===== src/rtl/decode_exec_stage_xl.sv =====
// Decode/execute stage: register file, immediates, forwarding, ALU, branch compare, pipeline registers.
// Optional iterative RV M-extension multiply/divide unit enabled by defining MULDIV_EN.
module decode_exec_stage_xl #(
  parameter int unsigned XLEN  = 32,
  parameter int unsigned NREGS = 32,
  parameter logic [31:0] NOP   = 32'h0000_0013
) (
  input  logic            clk,
  input  logic            rst,
  input  logic            flush,
  input  logic            stall,
  input  logic            reg_wr,
  input  logic            A_sel,
  input  logic            B_sel,
  input  logic            forw_a,
  input  logic            forw_b,
  input  logic [3:0]      ALUctrl,
  input  logic [31:0]     instruction,
  input  logic [XLEN-1:0] PC,
  input  logic [XLEN-1:0] wdata,
  output logic            br_taken,
  output logic            md_busy,
  output logic [XLEN-1:0] PC_ppl,
  output logic [XLEN-1:0] ALU_ppl,
  output logic [XLEN-1:0] rdata1_ppl,
  output logic [XLEN-1:0] rdata2_ppl,
  output logic [31:0]     instruction_ppl
);

  localparam int unsigned RW = $clog2(NREGS);
  localparam int unsigned SW = $clog2(XLEN);
  localparam int unsigned CW = $clog2(XLEN) + 1;

  logic [6:0]      opcode;
  logic [2:0]      f3;
  logic [RW-1:0]   rs1_idx, rs2_idx, rd_idx;
  logic [XLEN-1:0] rf [NREGS];
  logic [XLEN-1:0] rs1_d, rs2_d, rs1_f, rs2_f;
  logic [XLEN-1:0] imm, op_a, op_b, alu_res, alu_in;
  logic signed [31:0] imm32;
  logic [SW-1:0]   shamt;

  assign opcode  = instruction[6:0];
  assign f3      = instruction[14:12];
  assign rs1_idx = instruction[15 +: RW];
  assign rs2_idx = instruction[20 +: RW];
  assign rd_idx  = instruction_ppl[7 +: RW];

  always_ff @(posedge clk) begin
    if (reg_wr && (rd_idx != '0))
      rf[rd_idx] <= wdata;
  end

  assign rs1_d = (rs1_idx == '0) ? '0 : rf[rs1_idx];
  assign rs2_d = (rs2_idx == '0) ? '0 : rf[rs2_idx];
  assign rs1_f = forw_a ? ALU_ppl : rs1_d;
  assign rs2_f = forw_b ? ALU_ppl : rs2_d;

  always_comb begin
    imm32 = '0;
    case (opcode)
      7'b0000011, 7'b0010011, 7'b1100111:
        imm32 = {{20{instruction[31]}}, instruction[31:20]};
      7'b0100011:
        imm32 = {{20{instruction[31]}}, instruction[31:25], instruction[11:7]};
      7'b1100011:
        imm32 = {{19{instruction[31]}}, instruction[31], instruction[7],
                 instruction[30:25], instruction[11:8], 1'b0};
      7'b1101111:
        imm32 = {{11{instruction[31]}}, instruction[31], instruction[19:12],
                 instruction[20], instruction[30:21], 1'b0};
      7'b0110111, 7'b0010111:
        imm32 = {instruction[31:12], 12'b0};
      default: imm32 = '0;
    endcase
  end
  assign imm = XLEN'(imm32);

  assign op_a  = A_sel ? rs1_f : PC;
  assign op_b  = B_sel ? imm : rs2_f;
  assign shamt = op_b[SW-1:0];

  // ALUctrl: 0 ADD, 1 SUB, 2 AND, 3 OR, 4 XOR, 5 SLL, 6 SRL, 7 SRA, 8 SLT, 9 SLTU, 10 pass B
  always_comb begin
    alu_res = '0;
    case (ALUctrl)
      4'd0:    alu_res = op_a + op_b;
      4'd1:    alu_res = op_a - op_b;
      4'd2:    alu_res = op_a & op_b;
      4'd3:    alu_res = op_a | op_b;
      4'd4:    alu_res = op_a ^ op_b;
      4'd5:    alu_res = op_a << shamt;
      4'd6:    alu_res = op_a >> shamt;
      4'd7:    alu_res = $signed(op_a) >>> shamt;
      4'd8:    alu_res = {{(XLEN-1){1'b0}}, ($signed(op_a) < $signed(op_b))};
      4'd9:    alu_res = {{(XLEN-1){1'b0}}, (op_a < op_b)};
      4'd10:   alu_res = op_b;
      default: alu_res = '0;
    endcase
  end

  always_comb begin
    br_taken = 1'b0;
    case (f3)
      3'b000:  br_taken = (rs1_f == rs2_f);
      3'b001:  br_taken = (rs1_f != rs2_f);
      3'b100:  br_taken = ($signed(rs1_f) <  $signed(rs2_f));
      3'b101:  br_taken = ($signed(rs1_f) >= $signed(rs2_f));
      3'b110:  br_taken = (rs1_f <  rs2_f);
      3'b111:  br_taken = (rs1_f >= rs2_f);
      default: br_taken = 1'b0;
    endcase
  end

`ifdef MULDIV_EN
  typedef enum logic [1:0] {IDLE, BUSY, DONE} md_state_t;

  md_state_t         state, state_nxt;
  logic              md_start, a_sgn, b_sgn, neg_a, neg_b, b_zero;
  logic [2:0]        md_f3;
  logic [CW-1:0]     cnt;
  logic [XLEN-1:0]   a_mag, b_mag, dvs, rs1_hold, quo, rem, md_result;
  logic [XLEN:0]     sum, shl, diff;
  logic [2*XLEN-1:0] acc, acc_step, prod;

  assign md_start = (state == IDLE) && (opcode == 7'b0110011) &&
                    (instruction[31:25] == 7'b0000001) && !flush;
  assign md_busy  = md_start | (state == BUSY);

  always_comb begin
    a_sgn = f3[2] ? !f3[0] : (f3 != 3'b011);
    b_sgn = f3[2] ? !f3[0] : !f3[1];
    a_mag = (a_sgn && rs1_f[XLEN-1]) ? -rs1_f : rs1_f;
    b_mag = (b_sgn && rs2_f[XLEN-1]) ? -rs2_f : rs2_f;
  end

  // acc holds {partial product, multiplier} for MUL and {remainder, quotient} for DIV
  always_comb begin
    sum  = {1'b0, acc[2*XLEN-1:XLEN]} + (acc[0] ? {1'b0, dvs} : '0);
    shl  = {acc[2*XLEN-1:XLEN], acc[XLEN-1]};
    diff = shl - {1'b0, dvs};
    if (md_f3[2])
      acc_step = diff[XLEN] ? {shl[XLEN-1:0], acc[XLEN-2:0], 1'b0}
                            : {diff[XLEN-1:0], acc[XLEN-2:0], 1'b1};
    else
      acc_step = {sum, acc[XLEN-1:1]};
  end

  always_ff @(posedge clk or posedge rst) begin
    if (rst) begin
      state    <= IDLE;
      cnt      <= '0;
      acc      <= '0;
      dvs      <= '0;
      rs1_hold <= '0;
      md_f3    <= '0;
      neg_a    <= 1'b0;
      neg_b    <= 1'b0;
      b_zero   <= 1'b0;
    end else begin
      state <= state_nxt;
      if (md_start) begin
        acc      <= {{XLEN{1'b0}}, a_mag};
        dvs      <= b_mag;
        rs1_hold <= rs1_f;
        md_f3    <= f3;
        neg_a    <= a_sgn & rs1_f[XLEN-1];
        neg_b    <= b_sgn & rs2_f[XLEN-1];
        b_zero   <= (rs2_f == '0);
        cnt      <= CW'(XLEN);
      end else if (state == BUSY) begin
        acc <= acc_step;
        cnt <= cnt - 1'b1;
      end
    end
  end

  always_comb begin
    state_nxt = state;
    case (state)
      IDLE:    if (md_start) state_nxt = BUSY;
      BUSY:    if (flush) state_nxt = IDLE;
               else if (cnt == CW'(1)) state_nxt = DONE;
      DONE:    if (flush || !stall) state_nxt = IDLE;
      default: state_nxt = IDLE;
    endcase
  end

  always_comb begin
    prod = (neg_a ^ neg_b) ? -acc : acc;
    quo  = acc[XLEN-1:0];
    rem  = acc[2*XLEN-1:XLEN];
    if (!md_f3[2])
      md_result = (md_f3[1:0] == 2'b00) ? prod[XLEN-1:0] : prod[2*XLEN-1:XLEN];
    else if (b_zero)
      md_result = md_f3[1] ? rs1_hold : '1;
    else if (md_f3[1])
      md_result = neg_a ? -rem : rem;
    else
      md_result = (neg_a ^ neg_b) ? -quo : quo;
  end

  assign alu_in = (state == DONE) ? md_result : alu_res;
`else
  assign md_busy = 1'b0;
  assign alu_in  = alu_res;
`endif

  always_ff @(posedge clk or posedge rst) begin
    if (rst) begin
      PC_ppl          <= '0;
      ALU_ppl         <= '0;
      rdata1_ppl      <= '0;
      rdata2_ppl      <= '0;
      instruction_ppl <= '0;
    end else if (flush) begin
      PC_ppl          <= '0;
      ALU_ppl         <= '0;
      rdata1_ppl      <= '0;
      rdata2_ppl      <= '0;
      instruction_ppl <= NOP;
    end else if (!(stall || md_busy)) begin
      PC_ppl          <= PC;
      ALU_ppl         <= alu_in;
      rdata1_ppl      <= rs1_f;
      rdata2_ppl      <= rs2_f;
      instruction_ppl <= instruction;
    end
  end

endmodule

===== config.mk =====
export PLATFORM = sky130hd
export DESIGN_NAME = decode_exec_stage_xl
export DESIGN_NICKNAME = d
export VERILOG_FILES = /design/src/rtl/decode_exec_stage_xl.sv
export SDC_FILE = /design/constraint.sdc
export NUM_CORES = 2
export LEC_CHECK = 0
export BUFFER_PORTS_ARGS = -buffer_cell sky130_fd_sc_hd__buf_2
export CAP_MARGIN = 20
export CORE_ASPECT_RATIO = 1.2
export CORE_MARGIN = 3
export CORE_UTILIZATION = 50
export DETAILED_ROUTE_END_ITERATION = 6
export HOLD_SLACK_MARGIN = 0.08
export PLACE_DENSITY = 0.67
export SETUP_SLACK_MARGIN = 0.2
export SYNTH_ARGS = -nofsm -noshare
export SYNTH_HDL_FRONTEND = slang
export SYNTH_SLANG_ARGS = --single-unit

===== constraint.sdc =====
create_clock -name clk -period 13.72 [get_ports clk]
set_input_delay 2.744 -clock clk [delete_from_list [all_inputs] [get_ports clk]]
set_output_delay 2.744 -clock clk [all_outputs]
set_load 0.05 [all_outputs]

# == Yosys cells after proc, flatten, opt, wreduce, memory -nomap -nowiden ==
# Memory sizes are Yosys's and may differ from the RTL's.
# Cells that the tools add are included.
# word_totals
register_bits,160
ram_bits,1024
in_bits,109
elab_cells,75
n_memories,1
# mem_list
name,depth,word_bits,rd,rd_clocked_by_memory_dff,write_ports,line,source
rf,32,32,2,0,1,37,logic [XLEN-1:0] rf [NREGS];
# op_classes
n_addsub,2
magnitude_cmp,6
eq_ne,26
shift,3
n_mux,21
bitwise_logic,3
n_reduce_logical,8
# ops
cell,count
two-way mux 32 bit,16
one-hot mux 32 bit (11 select lines),1
one-hot mux 32 bit (5 select lines),1
< comparator 32 bit,4
greater-or-equal comparator 32 bit,2
adder 32 bit,1
AND 32 bit,1
equality test 32 bit,1
!= test 32 bit,1
bitwise OR 32 bit,1
<< shifter 32 x 5 -> 32 bit,1
>> shifter 32 x 5 -> 32 bit,1
>>> shifter 32 x 5 -> 32 bit,1
subtractor 32 bit,1
bitwise XOR 32 bit,1
equality test 7 bit (second input constant),3
equality test 4 x 3 -> 1 bit (second input constant),4
equality test 7 x 5 -> 1 bit (second input constant),2
equality test 7 x 6 -> 1 bit (second input constant),2
equality test 3 bit (second input constant),4
equality test 4 bit (second input constant),3
zero test 5 bit,2
equality test 4 x 2 -> 1 bit (second input constant),2
equality test 7 x 2 -> 1 bit (second input constant),1
other kinds (11),12

# == Logic depth before layout (Yosys ltp) ==
# depth
ltp_word,8
depth_mapped,28

# == Worst setup path after synthesis ==
# No wires, ideal clock.
# synth_timing
path_kind,input to output
start,input instruction[20]
end,output br_taken
arrival_ns,7.373
setup_slack_ns,3.603
path_stages,25
cell_sequence,buf_6 > buf_12 > buf_12 > buf_6 > buf_6 > buf_4 > buf_4 > buf_4 > mux4_2 > mux2i_1 > a22oi_1 > a32oi_1 > ha_1 > a21o_1 > a21o_1 > a21o_1 > a21oi_1 > nor2b_1 > o21ai_0 > nand2b_1 > a21oi_1 > o21ai_0 > a21oi_1 > mux2_2 > o221a_2
# synth_via
elab_chain_cells,5
# synth_lines
element,line,source
start: declaration,18,"input logic [31:0] instruction,"
memory read (32 x 32 bit) or zero test 5 bit (tied branches),-,
two-way mux 32 bit *,55,assign rs2_d = (rs2_idx == '0) ? '0 : rf[rs2_idx];
two-way mux 32 bit *,57,assign rs2_f = forw_b ? ALU_ppl : rs2_d;
greater-or-equal comparator 32 bit (tied with other cells),110,3'b111: br_taken = (rs1_f >= rs2_f);
one-hot mux 1 bit (6 select lines) *,104,case (f3)
end: declaration,21,"output logic br_taken,"
# Mark *: on every way between the ends. The rest lies on a longest branch, timed or not.

# == Worst setup path after layout ==
# layout_timing
start,input instruction[16]
end,output br_taken
# layout_via
elab_chain_cells,5
# layout_lines
element,line,source
memory read (32 x 32 bit) or zero test 5 bit (tied branches),-,
two-way mux 32 bit *,54,assign rs1_d = (rs1_idx == '0) ? '0 : rf[rs1_idx];
two-way mux 32 bit *,56,assign rs1_f = forw_a ? ALU_ppl : rs1_d;
greater-or-equal comparator 32 bit (tied with other cells),110,
one-hot mux 1 bit (6 select lines) *,104,
# Marks and branches as above.

==> impl_metrics.env <==
export IMPL_slowest_stage="o21ai_0"
export IMPL_die_x_um=339
export IMPL_vias_per_cell=7.06
export IMPL_setup_viol=0
export IMPL_rsz0062_at_grt="false"
export IMPL_drtPass1Iterations=7
export IMPL_place_inst=6665
export IMPL_crit_fanout=68
export IMPL_synth_flop_cell="edfxtp_1"
export IMPL_grt_util_all_layers_pct=36.0
export IMPL_grt_pass1_vias=47280
export IMPL_holdPathStages=2
export IMPL_io_buffer_count=269
export IMPL_crit_top_cell="a21oi_1"
export IMPL_clk_pin_slew_ns=0.06
export IMPL_postSynthCellCount=4819
export IMPL_arrival_ns=8.50
export IMPL_drtIter0Drc=6824
export IMPL_grt_use_met1_pct=43.7
export IMPL_violations="DRC"
export IMPL_slew_headroom_pct=11.2
export IMPL_globalRouteMet3Util_pct=8.93
export IMPL_power_density_nw_per_um2=123
export IMPL_drv_slew=0
export IMPL_ys_types=110
export IMPL_cap_viol_max_count=0
export IMPL_crit_buf_inv=3
export IMPL_setup_tns_ns=0
export IMPL_ys_seq_elements=1184
export IMPL_worstPathCellList="buf_8 -> buf_4 -> nor2_4 -> a22oi_1 -> a21oi_1 -> or4_4 -> o21ai_0 -> ha_1 -> a21o_1 -> a21o_1 -> a21o_1 -> a21oi_1 -> nor2b_1 -> o21ai_0 -> nand2b_1 -> a21oi_1 -> o21ai_0 -> a21oi_1 -> mux2_2 -> o221a_2 -> buf_2"
export IMPL_clock_latency_ns=0.77
export IMPL_hold_viol=0
export IMPL_critical_path_top_delay_family="compound AO/OA/AOI/OAI gates"
export IMPL_drc=1
export IMPL_synth_warning_count=0
export IMPL_area_growth_syn_to_layout_pct=10.5
export IMPL_fin_skew_ns=0.0360
export IMPL_synth_common_cells="1024 x edfxtp_1, 531 x mux2i_1, 387 x mux4_2, 375 x nor2_1, 276 x a21oi_1"
export IMPL_cp_end_kind="output pin"
export IMPL_drive_above_1_share_pct=23.7
export IMPL_synth_edf_count=1024
export IMPL_synthTopCellsByArea="edfxtp_1 46%, mux4_2 13%, mux2i_1 8.0%"
export IMPL_netlist_area_um2=66400
export IMPL_rows=145
export IMPL_drtAntennaViolNets=0
export IMPL_yosysSeqAreaShare_pct=52.4
export IMPL_cts_buffers=117
export IMPL_status="finished, violations left"
export IMPL_final_cells=6896
export IMPL_worst_pin_slew_ns=1.32
export IMPL_nNetsFinal=5267
export IMPL_met2_usage_pct=57.4
export IMPL_clockRootBuffer="clkbuf_16"
export IMPL_grt_overflow=0
export IMPL_syn_area_per_cell_um2=13.8
export IMPL_hpwlAfterDp_um=165000
export IMPL_grt_max_degree=124
export IMPL_critPathKind="in -> out"
export IMPL_pin_count=271
export IMPL_cts_tree="yes"
export IMPL_initial_utilization_pct=50.7
export IMPL_fin_crit_ns=11.24
export IMPL_reg2reg_depth=20
export IMPL_dieArea_um2=137000
export IMPL_antenna_found_initial=17
export IMPL_wl_per_cell_um=36.4
export IMPL_leakage_nw=26.7
export IMPL_pre_cts_slack_ns=2.68
export IMPL_top_usage_layer="met2"
export IMPL_cts_max_path_buffers=3
export IMPL_postCtsSetupRepairBufs=0
export IMPL_postCtsResizedCells=0
export IMPL_min_path_type="reg -> reg"
export IMPL_max_stage_delay_ns=0.65
export IMPL_gp_congestion=1.11
export IMPL_cp_data_required_time_ns=10.98
export IMPL_via_count=48704
export IMPL_async_reset_ff_share_pct=13.5
export IMPL_drt_total_wl_um=251000
export IMPL_htree_levels=3
export IMPL_clkSinkCount=1184
export IMPL_die_h_um=405
export IMPL_fin_ws_ns=2.48
export IMPL_yosysMostFrequentCell="edfxtp_1"
export IMPL_core_um2=131000
export IMPL_synth_area_leader_cell="edfxtp_1"
export IMPL_yosysTopAreaCellShare_pct=46.3
export IMPL_cp_depth=21
export IMPL_vdd_drop_max_mv=0.108
export IMPL_fmax_mhz=88.9
export IMPL_fin_crit_sh_pct=81.9
export IMPL_hold_buffers=0
export IMPL_startpoint_type="primary input"
export IMPL_grt_pass1_wl_um=352000
-- through the flow --
step | hold WS (ns) | total power, mW | util (%) | instance area (µm²)
2_1_floorplan | 0.767 | 5.15 | - | 66500
3_3_place_gp | 0.486 | 5.70 | 53.0 | 69400
3_5_place_dp | 0.490 | 5.71 | 53.0 | 69400
4_1_cts | 0.507 | 8.98 | 56.0 | 73300
5_1_grt | 0.535 | 9.26 | 56.0 | 73300
6_report | 0.500 | 9.02 | 56.0 | 73400
-- sequential cells by signal, indices dropped and copies added, names as in the netlist --
signal	count
rdata1_ppl	32
PC_ppl	32
ALU_ppl	32
rdata2_ppl	32
rf	1024
instruction_ppl	32
-- layer usage --
layer | up-vias | wire, µm
li1 | 19645 | -
met5 | - | 16
met3 | 885 | 27500
met2 | 3465 | 117000
met1 | 24707 | 86800
met4 | 2 | 19800
-- worst paths after layout --
check / start / endpoint / slack (ns)
min in group asynchronous: rst / instruction_ppl[4] / 2.01
worst min register to register: instruction_ppl[4] / instruction_ppl[4] / 0.50
worst max-delay path: instruction[16] / br_taken / 2.48
worst max register to register: rf[23][15] / ALU_ppl[0] / 6.15
worst min-delay path: instruction_ppl[4] / instruction_ppl[4] / 0.50
max in group asynchronous: rst / PC_ppl[21] / 10.38
-- where the power goes --
group          total (mW)  switching [mW]  internal [mW]
clock network        3.32            1.45           1.87
logic                1.68            1.14          0.542
registers            4.02          0.0517           3.97
total                9.02            2.64           6.38
-- area by class of cell --
type	instances	area [µm²]
repair buffers	416	2610
diodes	13	32.5
well taps	1764	2210
inverters	105	408
fillers	10577	57600
clock inverters	77	846
multi-input cells	3198	29500
flip-flops and latches	1184	34800
clock buffers	139	3040
-- worst min-delay path, cell delays in order (launching register included) --
cell	delay [ns]
dfrtp_1	0.34
mux2i_1	0.07
nand2_1	0.06
-- cell families (layout without fill, tap and decap cells) --
| family | Yosys count | count (layout) | synth area share (%) |
|---|---|---|---|
| AO/OA/AOI/OAI | 1127 | 1127 | 12.0 |
| flip-flops | 1184 | 1184 | 52.4 |
| adder cells (fa/ha/maj) | 136 | 136 | 2.59 |
| multiplexers | 1033 | 1033 | 23.2 |
| AND/OR/NAND/NOR | 854 | 854 | 5.74 |
| XOR/XNOR | 15 | 15 | 0.198 |
| other | 1 | 46 | 0.00565 |
| buffers and inverters | 469 | 737 | 3.95 |
-- cell usage in the layout, fill, tap and decap left out, types with 87 or more instances in the layout --
cell and instances:
edfxtp_1 1024, mux2i_1 531, mux4_2 387, nor2_1 341, a21oi_1 275, buf_2 261
nand2_1 237, dfrtp_1 160, a22oi_1 150, buf_4 141, ha_1 134, o21ai_0 129
clkbuf_16 118, inv_1 87
No activity file was read; power rests on OpenSTA's default activity.
